`config.mk`:
```
export PLATFORM = sky130hd
export DESIGN_NAME = alu_issue_ctrl_flat
export DESIGN_NICKNAME = d
export VERILOG_FILES = /design/src/rtl/alu_issue_ctrl_if.sv /design/src/rtl/alu_issue_ctrl.sv /design/src/flat_wrapper.sv
export SDC_FILE = /design/constraint.sdc
export NUM_CORES = 1
export LEC_CHECK = 0
export CAP_MARGIN = 20
export CORE_ASPECT_RATIO = 1.75
export CORE_MARGIN = 3
export CORE_UTILIZATION = 44
export DETAILED_ROUTE_END_ITERATION = 10
export PLACE_DENSITY = 0.87
export RECOVER_POWER = 100
export SLEW_MARGIN = 20
export SYNTH_ARGS = -nofsm -noshare
export SYNTH_HDL_FRONTEND = slang
export SYNTH_SLANG_ARGS = --single-unit
```
`constraint.sdc`:
```
create_clock -name clk -period 3.5 [get_ports clk]
set_input_delay 1.05 -clock clk [delete_from_list [all_inputs] [get_ports clk]]
set_output_delay 1.05 -clock clk [all_outputs]
set_load 0.01 [all_outputs]
```
`src/rtl/alu_issue_ctrl_if.sv`:
```
// Request, ALU and writeback channels between decode, the shared ALU and the register file.
// slave = issue controller view, master = environment view.
interface alu_issue_ctrl_if #(
   parameter int RD_W   = 4,
   parameter int DATA_W = 32
);
   logic              req_valid;
   logic              req_ready;
   logic [3:0]        req_cond;
   logic [4:0]        req_op;
   logic              req_s;
   logic [RD_W-1:0]   req_rd;
   logic [DATA_W-1:0] req_a;
   logic [DATA_W-1:0] req_b;

   logic [3:0]        alu_cond;
   logic [DATA_W-1:0] alu_data1;
   logic [DATA_W-1:0] alu_data2;
   logic [4:0]        alu_operation;
   logic [DATA_W-1:0] alu_result;
   logic [3:0]        alu_flags;

   logic              wb_valid;
   logic              wb_ready;
   logic [RD_W-1:0]   wb_rd;
   logic [DATA_W-1:0] wb_data;

   modport slave (
      input  req_valid, req_cond, req_op, req_s, req_rd, req_a, req_b,
      output req_ready,
      output alu_cond, alu_data1, alu_data2, alu_operation,
      input  alu_result, alu_flags,
      output wb_valid, wb_rd, wb_data,
      input  wb_ready
   );

   modport master (
      output req_valid, req_cond, req_op, req_s, req_rd, req_a, req_b,
      input  req_ready,
      input  alu_cond, alu_data1, alu_data2, alu_operation,
      output alu_result, alu_flags,
      input  wb_valid, wb_rd, wb_data,
      output wb_ready
   );
endinterface

```
`src/rtl/alu_issue_ctrl.sv`:
```
// Issue controller for the shared ALU: condition check against NZCV, flag ownership, writeback handshake.
// Optional performance counters enabled by defining ALU_ISSUE_CTRL_PERF_EN.
//
// state | meaning
// IDLE  | ready for an instruction; operands latched on accept
// EXEC  | ALU evaluates latched operands, condition checked against cpsr
// WB    | result offered to register file until wb_ready
module alu_issue_ctrl #(
   parameter int RD_W   = 4,
   parameter int DATA_W = 32
) (
   input  logic        clk,
   input  logic        reset,
   alu_issue_ctrl_if.slave bus,
   output logic [3:0]  cpsr,
   input  logic        flag_wr,
   input  logic [3:0]  flag_wr_data,
   output logic        exec_done,
   output logic        exec_skipped
`ifdef ALU_ISSUE_CTRL_PERF_EN
  ,output logic [31:0] perf_exec,
   output logic [31:0] perf_skip,
   output logic [31:0] perf_wbstall
`endif
);

   typedef enum logic [1:0] {S_IDLE, S_EXEC, S_WB} state_t;

   state_t            state_q, state_d;
   logic [3:0]        cond_q, cond_d;
   logic [4:0]        op_q, op_d;
   logic              s_q, s_d;
   logic [RD_W-1:0]   rd_q, rd_d;
   logic [DATA_W-1:0] a_q, a_d;
   logic [DATA_W-1:0] b_q, b_d;
   logic [RD_W-1:0]   wb_rd_q, wb_rd_d;
   logic [DATA_W-1:0] wb_data_q, wb_data_d;
   logic [3:0]        cpsr_q, cpsr_d;
   logic              exec_done_q, exec_done_d;
   logic              exec_skipped_q, exec_skipped_d;
   logic              is_cmp;
   logic              pass;

   // cpsr packing: [0]=Z [1]=C [2]=N [3]=V
   function automatic logic cond_pass(input logic [3:0] c, input logic [3:0] f);
      logic z, cf, n, v;
      z  = f[0];
      cf = f[1];
      n  = f[2];
      v  = f[3];
      case (c)
         4'b0000: cond_pass = z;
         4'b0001: cond_pass = !z;
         4'b0010: cond_pass = cf;
         4'b0011: cond_pass = !cf;
         4'b0100: cond_pass = n;
         4'b0101: cond_pass = !n;
         4'b0110: cond_pass = v;
         4'b0111: cond_pass = !v;
         4'b1000: cond_pass = cf && !z;
         4'b1001: cond_pass = !cf || z;
         4'b1010: cond_pass = (n == v);
         4'b1011: cond_pass = (n != v);
         4'b1100: cond_pass = !z && (n == v);
         4'b1101: cond_pass = z || (n != v);
         4'b1110: cond_pass = 1'b1;
         default: cond_pass = 1'b0;
      endcase
   endfunction

   assign is_cmp = (op_q[4:2] == 3'b010);
   assign pass   = cond_pass(cond_q, cpsr_q);

   always_ff @(posedge clk or negedge reset) begin
      if (!reset) state_q <= S_IDLE;
      else        state_q <= state_d;
   end

   always_comb begin
      state_d = state_q;
      case (state_q)
         S_IDLE:  if (bus.req_valid) state_d = S_EXEC;
         S_EXEC:  state_d = (pass && !is_cmp) ? S_WB : S_IDLE;
         S_WB:    if (bus.wb_ready) state_d = S_IDLE;
         default: state_d = S_IDLE;
      endcase
   end

   always_comb begin
      bus.req_ready = (state_q == S_IDLE);
      bus.wb_valid  = (state_q == S_WB);
   end

   always_comb begin
      cond_d         = cond_q;
      op_d           = op_q;
      s_d            = s_q;
      rd_d           = rd_q;
      a_d            = a_q;
      b_d            = b_q;
      wb_rd_d        = wb_rd_q;
      wb_data_d      = wb_data_q;
      cpsr_d         = cpsr_q;
      exec_done_d    = (state_q == S_EXEC);
      exec_skipped_d = (state_q == S_EXEC) && !pass;
      if (state_q == S_IDLE && bus.req_valid) begin
         cond_d = bus.req_cond;
         op_d   = bus.req_op;
         s_d    = bus.req_s;
         rd_d   = bus.req_rd;
         a_d    = bus.req_a;
         b_d    = bus.req_b;
      end
      if (state_q == S_EXEC && pass) begin
         wb_data_d = bus.alu_result;
         wb_rd_d   = rd_q;
         // ALU carry is not trusted; C only changes through flag_wr
         if (s_q || is_cmp)
            cpsr_d = {bus.alu_flags[3], bus.alu_flags[2], cpsr_q[1], bus.alu_flags[0]};
      end
      if (flag_wr) cpsr_d = flag_wr_data;
   end

   always_ff @(posedge clk or negedge reset) begin
      if (!reset) begin
         cond_q         <= '0;
         op_q           <= '0;
         s_q            <= 1'b0;
         rd_q           <= '0;
         a_q            <= '0;
         b_q            <= '0;
         wb_rd_q        <= '0;
         wb_data_q      <= '0;
         cpsr_q         <= '0;
         exec_done_q    <= 1'b0;
         exec_skipped_q <= 1'b0;
      end else begin
         cond_q         <= cond_d;
         op_q           <= op_d;
         s_q            <= s_d;
         rd_q           <= rd_d;
         a_q            <= a_d;
         b_q            <= b_d;
         wb_rd_q        <= wb_rd_d;
         wb_data_q      <= wb_data_d;
         cpsr_q         <= cpsr_d;
         exec_done_q    <= exec_done_d;
         exec_skipped_q <= exec_skipped_d;
      end
   end

   assign bus.alu_cond      = cond_q;
   assign bus.alu_operation = op_q;
   assign bus.alu_data1     = a_q;
   assign bus.alu_data2     = b_q;
   assign bus.wb_rd         = wb_rd_q;
   assign bus.wb_data       = wb_data_q;
   assign cpsr              = cpsr_q;
   assign exec_done         = exec_done_q;
   assign exec_skipped      = exec_skipped_q;

`ifdef ALU_ISSUE_CTRL_PERF_EN
   logic [31:0] perf_exec_q, perf_exec_d;
   logic [31:0] perf_skip_q, perf_skip_d;
   logic [31:0] perf_wbstall_q, perf_wbstall_d;

   always_comb begin
      perf_exec_d    = perf_exec_q + {31'd0, exec_done_q};
      perf_skip_d    = perf_skip_q + {31'd0, exec_done_q && exec_skipped_q};
      perf_wbstall_d = perf_wbstall_q + {31'd0, bus.wb_valid && !bus.wb_ready};
   end

   always_ff @(posedge clk or negedge reset) begin
      if (!reset) begin
         perf_exec_q    <= '0;
         perf_skip_q    <= '0;
         perf_wbstall_q <= '0;
      end else begin
         perf_exec_q    <= perf_exec_d;
         perf_skip_q    <= perf_skip_d;
         perf_wbstall_q <= perf_wbstall_d;
      end
   end

   assign perf_exec    = perf_exec_q;
   assign perf_skip    = perf_skip_q;
   assign perf_wbstall = perf_wbstall_q;
`endif

endmodule

```
`src/flat_wrapper.sv`:
```
// flat-port wrapper written by rule: the top's interface ports become plain ports
module alu_issue_ctrl_flat 
#(
   parameter int RD_W   = 4,
   parameter int DATA_W = 32
)
  (clk, reset, cpsr, flag_wr, flag_wr_data, exec_done, exec_skipped, bus_req_valid, bus_req_cond, bus_req_op, bus_req_s, bus_req_rd, bus_req_a, bus_req_b, bus_req_ready, bus_alu_cond, bus_alu_data1, bus_alu_data2, bus_alu_operation, bus_alu_result, bus_alu_flags, bus_wb_valid, bus_wb_rd, bus_wb_data, bus_wb_ready);
  alu_issue_ctrl_if #(.RD_W(RD_W), .DATA_W(DATA_W)) bus_i ();
  input  logic clk;
  input  logic reset;
  output logic [3:0] cpsr;
  input  logic flag_wr;
  input  logic [3:0] flag_wr_data;
  output logic exec_done;
  output logic exec_skipped;
  input wire logic [$bits(bus_i.req_valid)-1:0] bus_req_valid;
  input wire logic [$bits(bus_i.req_cond)-1:0] bus_req_cond;
  input wire logic [$bits(bus_i.req_op)-1:0] bus_req_op;
  input wire logic [$bits(bus_i.req_s)-1:0] bus_req_s;
  input wire logic [$bits(bus_i.req_rd)-1:0] bus_req_rd;
  input wire logic [$bits(bus_i.req_a)-1:0] bus_req_a;
  input wire logic [$bits(bus_i.req_b)-1:0] bus_req_b;
  output wire logic [$bits(bus_i.req_ready)-1:0] bus_req_ready;
  output wire logic [$bits(bus_i.alu_cond)-1:0] bus_alu_cond;
  output wire logic [$bits(bus_i.alu_data1)-1:0] bus_alu_data1;
  output wire logic [$bits(bus_i.alu_data2)-1:0] bus_alu_data2;
  output wire logic [$bits(bus_i.alu_operation)-1:0] bus_alu_operation;
  input wire logic [$bits(bus_i.alu_result)-1:0] bus_alu_result;
  input wire logic [$bits(bus_i.alu_flags)-1:0] bus_alu_flags;
  output wire logic [$bits(bus_i.wb_valid)-1:0] bus_wb_valid;
  output wire logic [$bits(bus_i.wb_rd)-1:0] bus_wb_rd;
  output wire logic [$bits(bus_i.wb_data)-1:0] bus_wb_data;
  input wire logic [$bits(bus_i.wb_ready)-1:0] bus_wb_ready;
  assign bus_i.req_valid = bus_req_valid;
  assign bus_i.req_cond = bus_req_cond;
  assign bus_i.req_op = bus_req_op;
  assign bus_i.req_s = bus_req_s;
  assign bus_i.req_rd = bus_req_rd;
  assign bus_i.req_a = bus_req_a;
  assign bus_i.req_b = bus_req_b;
  assign bus_req_ready = bus_i.req_ready;
  assign bus_alu_cond = bus_i.alu_cond;
  assign bus_alu_data1 = bus_i.alu_data1;
  assign bus_alu_data2 = bus_i.alu_data2;
  assign bus_alu_operation = bus_i.alu_operation;
  assign bus_i.alu_result = bus_alu_result;
  assign bus_i.alu_flags = bus_alu_flags;
  assign bus_wb_valid = bus_i.wb_valid;
  assign bus_wb_rd = bus_i.wb_rd;
  assign bus_wb_data = bus_i.wb_data;
  assign bus_i.wb_ready = bus_wb_ready;
  alu_issue_ctrl #(.RD_W(RD_W), .DATA_W(DATA_W)) u_core (.clk(clk), .reset(reset), .bus(bus_i), .cpsr(cpsr), .flag_wr(flag_wr), .flag_wr_data(flag_wr_data), .exec_done(exec_done), .exec_skipped(exec_skipped));
endmodule
```
# Word level (Yosys, flattened, before mapping)
# Index checks and enable logic that the tools add are counted.
classes:
  reduce_logical: 21
  mux: 8
  eq_ne: 21
op_table:
  columns: ["op", "count"]
  rows:
  - ["== test 4 bit (second input constant)", 7]
  - ["== test 4 x 3 -> 1 bit (second input constant)", 4]
  - ["one-hot mux 1 bit (15 select lines)", 1]
  - ["2-to-1 mux 4 bit", 3]
  - ["== test 4 x 2 -> 1 bit (second input constant)", 2]
  - ["logical AND 1 bit", 6]
  - ["logical NOT 1 bit", 6]
  - ["2-to-1 mux 2 bit", 3]
  - ["one-hot mux 2 bit (3 select lines)", 1]
  - ["== test 4 x 1 -> 1 bit (second input constant)", 1]
  - ["logical NOT 4 bit", 1]
  - ["AND reduction 2 bit", 2]
  - ["nonzero test 2 bit", 2]
  - ["== test 3 x 2 -> 1 bit (second input constant)", 1]
  - ["logical OR 1 bit", 3]
  - ["== test 2 x 1 -> 1 bit (second input constant)", 1]
  - ["== test 2 bit (second input constant)", 1]
  - ["logical NOT 2 bit", 1]
  - ["!= test 2 x 1 -> 1 bit (second input constant)", 1]
  - ["!= test 2 bit (second input constant)", 1]
  - ["== test 1 bit", 1]
  - ["!= test 1 bit", 1]
totals:
  out_inout_bits: 117
  input_bits: 123
  regBits: 122

# Depth between registers and ports, before layout
depth:
  word_depth: 6
  ltp_mapped: 8
  ltp_nobuf: 6

# Worst setup path before layout
# Ideal clock, no wire load.
synth_path:
  path_type: "in2reg"
  start: "in bus_req_valid"
  end: "reg u_core.b_q[10] (netlist: u_core.bus.alu_data2[10])"
  path_stages: 5
  slack_ns: 1.106
  arrival_ns: 2.269
  setup_time_ns: 0.125
  path_buffers: 3
  required_time_ns: 3.375
  cell_sequence: "and2_1 > clkbuf_1 > buf_2 > clkbuf_1 > mux2_2"
synth_between:
  elab_chain_len: 1
synth_lines:
  columns: ["item", "line", "text"]
  rows:
  - ["start: declaration", "flat_wrapper.sv:16", "input wire logic [$bits(bus_i.req_valid)-1:0] bus_req_valid;"]
  - ["logical AND 1 bit", "alu_issue_ctrl.sv:106", "if (state_q == S_IDLE && bus.req_valid) begin"]
  - ["end signal: assignment", "alu_issue_ctrl.sv:131", "b_q <= '0;"]
  - ["end signal: assignment", "alu_issue_ctrl.sv:143", "b_q <= b_d;"]
  - ["end: declaration", "alu_issue_ctrl.sv:35", "logic [DATA_W-1:0] b_q, b_d;"]
# Every way passes these cells.
# A chain may end at the register's enable or synchronous reset.

# Final worst setup path
layout_path:
  start: "in bus_req_valid"
  end: "reg u_core.a_q[30] (netlist: u_core.bus.alu_data1[30])"
layout_between:
  elab_chain_len: 1
layout_lines:
  columns: ["item", "line", "text"]
  rows:
  - ["logical AND 1 bit", "alu_issue_ctrl.sv:106", null]
  - ["end signal: assignment", "alu_issue_ctrl.sv:130", "a_q <= '0;"]
  - ["end signal: assignment", "alu_issue_ctrl.sv:142", "a_q <= a_d;"]
  - ["end: declaration", "alu_issue_ctrl.sv:34", "logic [DATA_W-1:0] a_q, a_d;"]
# Every way passes these cells.

==> flow_metrics.env <==
export IMPL_status="finished with violations"
export IMPL_violations="capacitance limit, slew limit"
export IMPL_tightest_slew_ns=2.28
export IMPL_dieArea_um2=12500
export IMPL_wire_per_inst_um=18.4
export IMPL_grt_max_degree=60
export IMPL_yosys_top_cells_area="dfrtp_1 (62%), mux2_2 (18%), mux2_4 (8.9%), mux2_1 (1.4%), buf_6 (0.69%)"
export IMPL_wl_mm=12.7
export IMPL_die_h_um=145
export IMPL_path_max_fanout=43
export IMPL_nFillCells=723
export IMPL_viasPerCell=5.05
export IMPL_yosysWarnings=0
export IMPL_fin_crit_sh_pct=83.8
export IMPL_gp_congestion=0.779
export IMPL_syn_inst=301
export IMPL_yosys_area_top_type="dfrtp_1"
export IMPL_finalSetupTns_ns=0
export IMPL_area_delta_synth_final_pct=60.6
export IMPL_holdWs_ns=0.484
export IMPL_synth_fp_nets=424
export IMPL_postCtsSetupRepairBufs=0
export IMPL_cp_start_kind="input pin"
export IMPL_cts_root_buffer="clkbuf_16"
export IMPL_initial_core_util_pct=45.4
export IMPL_path_class="in2reg"
export IMPL_clock_latency_ns=0.40
export IMPL_power_density_nw_per_um2=891
export IMPL_maxCapViolations=1
export IMPL_rsz0062_at_grt="no"
export IMPL_finalHoldViolCount=0
export IMPL_end_kind="flip-flop"
export IMPL_final_util_pct=73.0
export IMPL_cts_buffer_depth=2
export IMPL_vias=3493
export IMPL_postCtsResizedCells=0
export IMPL_cts_tree="built"
export IMPL_drive_gt1_share_pct=21.1
export IMPL_arrival_ns=3.20
export IMPL_htreeDepth=4
export IMPL_drcViolationCount=0
export IMPL_cts_buffers_inserted=17
export IMPL_place_hpwl_mm=9.49
export IMPL_power_total_uw=7000
export IMPL_seq_area_frac_synth_pct=62.5
export IMPL_grt_pass1_wl_mm=20.5
export IMPL_ys_seq_elements=122
export IMPL_overflow=0
export IMPL_fmax_mhz=341
export IMPL_postSynthAreaPerCell_um2=16.2
export IMPL_grt_antenna_before_repair=1
export IMPL_die_w_um=85.7
export IMPL_netlist_area_um2=4890
export IMPL_firstDrtPassIters=4
export IMPL_leakagePower_uw=0.00325
export IMPL_cts_sinks=122
export IMPL_ant_nets=0
export IMPL_core_area_um2=10800
export IMPL_portBuffers=238
export IMPL_synth_top_area_share_pct=62.5
export IMPL_period_minus_slack_ns=2.93
export IMPL_cts_hold_buf=0
export IMPL_io_pins=240
export IMPL_num_rows=50
export IMPL_drt_iter0_markers=81
export IMPL_slew_viol_final=41
export IMPL_grt_pass1_vias=3939
export IMPL_setup_viol=0
export IMPL_critPathRequiredTime_ns=3.77
export IMPL_synth_distinct_cells=33
export IMPL_clk_pin_slew_ns=0.05
export IMPL_hold_class="reg2reg"
export IMPL_vdd_drop_max_v=0.000610
export IMPL_clock_skew_ns=0.00981
export IMPL_grt_use_total_pct=21.4
export IMPL_layout_nets=670
export IMPL_fin_area_um2=7850
export IMPL_placed_area_um2=7400
export IMPL_slew_headroom_pct=-52.2
[power breakdown]
| group | leakage [µW] | internal [µW] | total (µW) | switching (µW) |
|---|---|---|---|---|
| clock network | 0.000274 | 1070 | 1710 | 639 |
| registers | 0.00143 | 2110 | 2500 | 393 |
| logic | 0.00155 | 1640 | 2790 | 1150 |
[registers in the layout, indices dropped and copies added, names as in the netlist, 4 cells and up]
signal and count:
u_core.cpsr 4, u_core.bus.alu_cond 4, u_core.bus.wb_data 32, u_core.bus.wb_rd 4, u_core.bus.alu_data1 32, u_core.rd_q 4
u_core.bus.alu_operation 5, u_core.bus.alu_data2 32
[path summary, 6_finish.rpt]
path,from,to,depth (start not counted),slack [ns]
setup reg to reg,u_core.cpsr[3],u_core.bus.wb_data[6],6,0.67
hold reg to reg,u_core.bus.wb_rd[0],u_core.bus.wb_rd[0],1,0.48
max in group asynchronous,reset,u_core.s_q,2,0.84
hold / removal,u_core.bus.wb_rd[0],u_core.bus.wb_rd[0],1,0.48
min in group asynchronous,reset,u_core.bus.alu_data2[5],1,1.32
setup / recovery,bus_req_valid,u_core.bus.alu_data1[30],4,0.57
[logic make-up (layout without fill, tap and decap cells)]
logic type             count (synthesis)  after routing  synth area share, %
buffers and inverters                 17            276                 1.87
flip-flops                           122            122                 62.5
AND/OR/NAND/NOR                       25             25                 3.69
other                                  0              1                    0
AO/OA/AOI/OAI                         19             19                 2.71
XOR/XNOR                               2              2                0.358
multiplexers                         116            116                 28.9
[synthesized netlist by cell type]
library cell,instances
xnor2_1,1
nand2b_1,3
mux2_4,29
nand3b_1,2
o21a_1,2
a311oi_1,1
nand4_1,1
a31oi_1,3
o21ai_4,1
mux2_1,6
or4b_1,1
mux2i_1,1
a2111oi_2,1
o2bb2ai_1,1
nor3b_1,2
xor2_1,1
nor4b_1,2
nand2_4,1
nand4b_1,1
clkbuf_1,8
nor2b_1,5
a21oi_1,5
nor2_1,1
buf_2,4
inv_1,2
or3_1,1
or3b_1,2
buf_6,3
mux2_2,80
dfrtp_1,122
and3_1,1
o21ai_0,5
and2_1,2
[critical path, cell delays in order]
cell and delay [ns]:
dlygate4sd3_1 0.52, and2_4 0.31, clkbuf_2 0.84, mux2_2 0.43
[cells in the final DEF, fill, tap and decap left out, types with 2 or more instances in the layout]
| cell | count |
|---|---|
| a21oi_1 | 5 |
| a31oi_1 | 3 |
| bufinv_16 | 2 |
| clkbuf_1 | 2 |
| clkbuf_16 | 17 |
| clkdlybuf4s50_1 | 118 |
| clkinv_2 | 3 |
| clkinv_4 | 3 |
| clkinvlp_4 | 5 |
| dfrtp_1 | 122 |
| dlygate4sd3_1 | 119 |
| inv_1 | 2 |
| mux2_1 | 35 |
| mux2_2 | 80 |
| nand2b_1 | 3 |
| nand3b_1 | 2 |
| nor2b_1 | 5 |
| nor3b_1 | 2 |
| nor4b_1 | 2 |
| o21a_1 | 2 |
| o21ai_0 | 6 |
| or3b_1 | 2 |
[per-stage QoR]
step	instances	worst slack, ns
after global placement	658	0.855
after floorplan	301	1.11
after detailed placement	658	0.835
final	691	0.569
after global routing	691	0.409
after CTS	690	0.829
[metal layers]
| metal | GRT usage (%) | vias to the layer above | share of wire [%] |
|---|---|---|---|
| met1 | 22.1 | 1729 | 33 |
| met2 | 38.1 | 158 | 57 |
| met5 | 0 | - | 0 |
| li1 | - | 1580 | - |
| met3 | 7.42 | 26 | 6.8 |
| met4 | 9.51 | 0 | 3.4 |
[area by class of cell]
| class | count | area [µm²] | area share (%) |
|---|---|---|---|
| diodes | 1 | 2.50 | 0.0319 |
| clock buffers | 18 | 439 | 5.59 |
| clock inverters | 14 | 148 | 1.88 |
| inverters | 2 | 7.51 | 0.0956 |
| multi-input cells | 162 | 1630 | 20.7 |
| flip-flops and latches | 122 | 3050 | 38.9 |
| well taps | 130 | 163 | 2.07 |
| repair buffers | 242 | 2410 | 30.7 |
Note: power is estimated with default switching activity, not from simulation.
